--- config.mk ---
export PLATFORM = sky130hd
export DESIGN_NAME = grey_decoder_nbit_pipe
export DESIGN_NICKNAME = d
export VERILOG_FILES = /design/src/rtl/grey_decoder_nbit_pipe.sv
export SDC_FILE = /design/constraint.sdc
export NUM_CORES = 1
export LEC_CHECK = 0
export CORE_MARGIN = 4
export CORE_UTILIZATION = 35
export CTS_BUF_LIST = sky130_fd_sc_hd__clkbuf_2
export DETAILED_ROUTE_END_ITERATION = 8
export MAX_ROUTING_LAYER = met4
export SETUP_SLACK_MARGIN = 0.05
export SYNTH_ARGS = -nofsm -noshare
export SYNTH_HDL_FRONTEND = slang
export SYNTH_SLANG_ARGS = --single-unit
export TNS_END_PERCENT = 50
--- constraint.sdc ---
create_clock -name i_clk -period 2.3 [get_ports i_clk]
set_input_delay 0.345 -clock i_clk [delete_from_list [all_inputs] [get_ports i_clk]]
set_output_delay 0.345 -clock i_clk [all_outputs]
set_load 0.005 [all_outputs]
--- src/rtl/grey_decoder_nbit_pipe.sv ---
// Gray-to-binary decoder with a one-entry ready/valid output register and a
// step tracker that classifies each accepted sample against the previous one.
module grey_decoder_nbit_pipe #(
  parameter int n = 3
) (
  input  logic         i_clk,
  input  logic         i_rst,
  input  logic         i_en,
  input  logic         i_valid,
  input  logic [n-1:0] i_grey,
  output logic         o_ready,
  output logic         o_valid,
  input  logic         i_ready,
  output logic [n-1:0] o_bin,
  output logic [1:0]   o_dir,
  output logic         o_step_err,
  output logic         o_err_sticky,
  input  logic         i_clr
);

  typedef enum logic {IDLE, TRACK} state_t;

  state_t       state;
  logic [n-1:0] prev;
  logic [n-1:0] bin_cur;
  logic [n-1:0] bin_prev;
  logic         accept;
  logic [1:0]   dir_next;
  logic         err_next;

  function automatic logic [n-1:0] g2b(input logic [n-1:0] g);
    logic [n-1:0] b;
    b[n-1] = g[n-1];
    for (int unsigned k = 1; k < n; k++)
      b[n-1-k] = b[n-k] ^ g[n-1-k];
    return b;
  endfunction

  assign bin_cur  = g2b(i_grey);
  assign bin_prev = g2b(prev);
  // i_clr blocks acceptance so the clear always wins over a sample on that edge
  assign o_ready  = i_en & ~i_clr & (~o_valid | i_ready);
  assign accept   = i_valid & o_ready;

  always_comb begin
    dir_next = 2'b00;
    err_next = 1'b0;
    if (state == TRACK) begin
      if (i_grey == prev)
        dir_next = 2'b11;
      else if ($countones(i_grey ^ prev) > 1)
        err_next = 1'b1;
      else if (bin_cur == bin_prev + n'(1))
        dir_next = 2'b01;
      else if (bin_cur == bin_prev - n'(1))
        dir_next = 2'b10;
    end
  end

  always_ff @(posedge i_clk or posedge i_rst) begin
    if (i_rst) begin
      state        <= IDLE;
      prev         <= '0;
      o_valid      <= 1'b0;
      o_bin        <= '0;
      o_dir        <= 2'b00;
      o_step_err   <= 1'b0;
      o_err_sticky <= 1'b0;
    end else begin
      if (accept) begin
        o_valid    <= 1'b1;
        o_bin      <= bin_cur;
        o_dir      <= dir_next;
        o_step_err <= err_next;
      end else if (i_ready) begin
        o_valid    <= 1'b0;
      end

      if (i_clr)
        o_err_sticky <= 1'b0;
      else if (accept && err_next)
        o_err_sticky <= 1'b1;

      if (i_clr || !i_en) begin
        state <= IDLE;
      end else if (accept) begin
        state <= TRACK;
        prev  <= i_grey;
      end
    end
  end

endmodule

# Word-level counts from Yosys, hierarchy flattened
# Cells that the tools add are included.
word_totals:
  ff_bits: 12
  in_bits: 9
  out_inout_bits: 9
  word_cells: 48
classes:
  n_addsub: 4
  order_cmp: 1
  n_eq_ne: 3
  muxes: 14
  n_bitwise: 12
  reduce_logical: 7
op_table:
  columns: ["op", "count"]
  rows:
  - ["$mux 2", 5]
  - ["$eq 3x3->1", 3]
  - ["$mux 1", 9]
  - ["$reduce_bool 2->1", 3]
  - ["$xor 1x1->1", 4]
  - ["$add 2x1->3", 1]
  - ["$add 3x1->3 const B", 1]
  - ["$and 1x1->1", 3]
  - ["$gt 3x1->1 const B", 1]
  - ["$not 1->1", 3]
  - ["$sub 3x1->3 const B", 1]
  - ["$xor 3x3->3", 1]
  - ["$add 1x1->2", 1]
  - ["$reduce_and 2->1", 1]
  - ["$logic_and 1x1->1", 1]
  - ["$logic_not 1->1", 1]
  - ["$logic_or 1x1->1", 1]
  - ["$or 1x1->1", 1]

# Depth between registers and ports, before layout
depth:
  depth_word: 10
  mapped_depth: 7
  mapped_depth_nobuf: 6

# Worst setup path before layout
# No wires, ideal clock.
synth_path:
  path_type: "register to register"
  start: "register prev[0]"
  end: "register o_dir[0]"
  setup_ns: 0.066
  t_arrival_ns: 1.590
  required_ns: 2.234
  setup_slack_ns: 0.644
  stages_incl_launch_ff: 8
  n_path_buf: 1
  period_less_slack_ns: 1.656
  cell_sequence: "dfrtp_1 > buf_6 > xor2_2 > ha_1 > or2b_1 > mux2i_1 > nor3b_2 > a221o_1"
synth_via:
  elab_chain_cells: 7
  word_cells_on_any_way: 12
synth_rtl:
  columns: ["item", "line_no", "text"]
  rows:
  - ["start, declared", "24", "logic [n-1:0] prev;"]
  - ["start signal, assigned", "88", "prev <= i_grey;"]
  - ["$xor 3x3->3 or $xor 1x1->1 (tied branches)", "51, 35", null]
  - ["$add 1x1->2 (not written as such) or $add 3x1->3 (tied branches)", "51, 53", null]
  - ["$add 2x1->3 (not written as such) or $eq 3x3->1 (tied branches)", "51, 53", null]
  - ["$gt 3x1->1 or $mux 2 (tied branches)", "51, 53", null]
  - ["$mux 2", "51", "else if ($countones(i_grey ^ prev) > 1)"]
  - ["$mux 2 *", "49", "if (i_grey == prev)"]
  - ["$mux 2 *", "48", "if (state == TRACK) begin"]
  - ["end signal, assigned", "73", "o_dir <= dir_next;"]
  - ["end, declared", "15", "output logic [1:0] o_dir,"]
# Every way passes the cells marked *; elsewhere a longest branch is shown, timed or not.
# A chain may end at the register's enable or synchronous reset.

# Worst setup path after layout
layout_path:
  start: "input port i_ready"
  end: "output port o_ready"
layout_via:
  elab_chain_cells: 2
layout_rtl:
  columns: ["item", "line_no", "text"]
  rows:
  - ["start, declared", "13", "input logic i_ready,"]
  - ["$or 1x1->1", "42", "assign o_ready = i_en & ~i_clr & (~o_valid | i_ready);"]
  - ["$and 1x1->1", "42", null]
  - ["end, declared", "11", "output logic o_ready,"]
# Every way passes these cells.

==> flow_metrics.env <==
export IMPL_antenna_found_initial=0
export IMPL_yosysUniqueCellTypes=30
export IMPL_portBuffers=17
export IMPL_cp_max_fo=3
export IMPL_grt_pass1_vias=508
export IMPL_synth_top_area_cell="dfrtp_1"
export IMPL_gp_congestion=0.7685
export IMPL_yosysWarnings=0
export IMPL_rsz0062_at_grt="false"
export IMPL_synth_flop_cell="dfrtp_1"
export IMPL_ys_ff_latch=12
export IMPL_grt_pass1_wl_mm=2.145
export IMPL_fmax_mhz=490.7
export IMPL_endpoint_kind="output port"
export IMPL_syn_inst=64
export IMPL_whs_ns=0.3699
export IMPL_die_area_sq_mm=0.002723
export IMPL_initial_core_util=0.3832
export IMPL_async_reset_ff_frac=1.000
export IMPL_layout_min_cycle_time_ns=2.038
export IMPL_cts_resized=0
export IMPL_root_buffer="clkbuf_2"
export IMPL_drv_cap=0
export IMPL_pin_count=18
export IMPL_vias=524
export IMPL_insertion_delay_ns=0.26
export IMPL_synthTopCellsByArea="dfrtp_1, mux2_2, xor2_2"
export IMPL_max_stage_delay_ns=0.49
export IMPL_numCtsBuffers=3
export IMPL_cp_data_required_time_ns=1.96
export IMPL_synth_avg_cell_area_sq_um=10.67
export IMPL_core_area_sq_mm=0.001783
export IMPL_grt_usage=0.1097
export IMPL_filler_cell_count=176
export IMPL_path_cells="clkdlybuf4s50_1, nand2b_1, nor2b_1, and2_1, clkdlybuf4s50_1"
export IMPL_ant_nets=0
export IMPL_vias_per_cell=4.807
export IMPL_cp_start_kind="input port"
export IMPL_post_cts_buffers=0
export IMPL_synth_top_area_frac=0.4396
export IMPL_fin_skew_ns=0.01038
export IMPL_cts_tree="yes"
export IMPL_num_rows=15
export IMPL_p_per_area_mw_per_mm2=645.6
export IMPL_wl_per_cell_um=11.50
export IMPL_final_layout_size_suffix_gt1_frac=0.1786
export IMPL_syn_num_nets=74
export IMPL_yosysSeqAreaShare=0.4396
export IMPL_die_w_um=52.18
export IMPL_antenna_cells=0
export IMPL_synth_edf_count=0
export IMPL_drtIter0Drc=2
export IMPL_fin_nets=95
export IMPL_totalWireLength_mm=1.254
export IMPL_vdd_drop_max_uv=464.5
export IMPL_tightest_slew_ns=0.4505
export IMPL_slew_headroom=0.6993
export IMPL_setup_viol=0
export IMPL_hold_class="in2async"
export IMPL_crit_slowest_cell="clkdlybuf4s50_1"
export IMPL_crit_type="in2out"
export IMPL_die_h_um=52.18
export IMPL_drc=0
export IMPL_power_leakage_nw=0.3810
export IMPL_post_route_period_util=0.8861
export IMPL_gr_total_overflow=0
export IMPL_place_hpwl_mm=1.042
export IMPL_tns_ns=0
export IMPL_drv_slew=0
export IMPL_clockBufferDepth=2
export IMPL_status="completed"
export IMPL_syn_area_sq_um=683.2
export IMPL_grt_max_degree=13
export IMPL_cpMostUsedCell="clkdlybuf4s50_1"
export IMPL_arrival_ns=1.69
export IMPL_area_growth_syn_to_layout_pct=30.77
export IMPL_synth_common_cells="dfrtp_1, mux2_2, nand2_1, nor2_1, o21ai_0"
export IMPL_drt_first_pass_iters=2
export IMPL_hold_viol_final=0
export IMPL_htree_levels=1
export IMPL_clk_pin_slew_ns=0.12
export IMPL_cts_sinks=12
export IMPL_yosysMostFrequentCell="dfrtp_1"
export IMPL_cts_hold_buffers=0
## critical path: cells and delay by family
kind | cells | cell delay (ns)
buffers and inverters | 2 | 0.94
and+or+nand+nor | 3 | 0.41
## path summary, 6_finish.rpt
kind                       startpoint          to  slack (ns)  cells after the start
min in group i_clk         o_step_err  o_step_err        0.49                      1
min reg2reg                o_step_err  o_step_err        0.49                      1
min                             i_rst     prev[1]        0.37                      2
max                           i_ready     o_ready        0.26                      5
max reg2reg                   prev[0]    o_dir[0]        0.49                      6
max in group asynchronous       i_rst    o_dir[0]        1.61                      2
## cell usage in the layout, fill, tap and decap left out, types with 2 or more instances in the layout
cell and count:
a21oi_1 2, mux2_2 4, a31oi_1 2, dfrtp_1 12, nor2_1 4, o21ai_0 4
a221o_1 2, xnor2_1 3, nand2_1 4, xor2_2 2, clkbuf_2 3, buf_4 3
clkdlybuf4s50_1 17, nand3_1 3, nor3_1 2
## power breakdown
part / switching, mW / internal (mW) / leakage, nW
clock network: 0.0660 / 0.0378 / 0.0140
logic: 0.0799 / 0.120 / 0.213
registers: 0.0309 / 0.242 / 0.154
total: 0.177 / 0.400 / 0.381
## stage by stage
step	total power, mW	cells	utilization	area (sq um)	setup slack [ns]
2_1_floorplan	0.4073	64	-	683.2	0.6442
3_3_place_gp	0.4751	105	0.4905	874.6	0.1607
3_5_place_dp	0.4802	105	0.4905	874.6	0.1153
4_1_cts	0.5865	109	0.5011	893.4	0.2459
5_1_grt	0.6260	109	0.5011	893.4	0.1979
6_report	0.5767	109	0.5011	893.4	0.2620
## flip-flops by register name (all words and copies together) (netlist names)
register,cells
o_valid,1
state,1
o_dir,2
o_err_sticky,1
o_step_err,1
o_bin,3
prev,3
## final cells by class
cell class	count	area, sq um	share of cell area
clock buffers	3	15.01	0.01681
well taps	25	31.28	0.03501
repair buffers	20	192.7	0.2157
inverters	2	7.507	0.008403
multi-input cells	46	342.8	0.3838
clock inverters	1	3.754	0.004202
flip-flops and latches	12	300.3	0.3361
## layer usage
metal	wire, um	part of all wire	GRT usage	vias up
li1	-	-	-	264
met1	567	0.45	0.1360	245
met2	603	0.48	0.1695	13
met3	72	0.057	0.05128	2
met4	10	0.0080	0.01277	0
met5	0	0	-	-
## kinds of logic (layout without fill, tap and decap cells)
logic type / count (synthesis) / after routing / share of synthesized area
simple gates: 21 / 21 / 0.1740
compound gates: 12 / 12 / 0.1136
flops: 12 / 12 / 0.4396
xor+xnor: 6 / 6 / 0.09891
mux: 6 / 6 / 0.09706
buf+inv: 6 / 26 / 0.05860
fa+ha+maj: 1 / 1 / 0.01831
No activity file was read; power rests on OpenSTA's default activity.
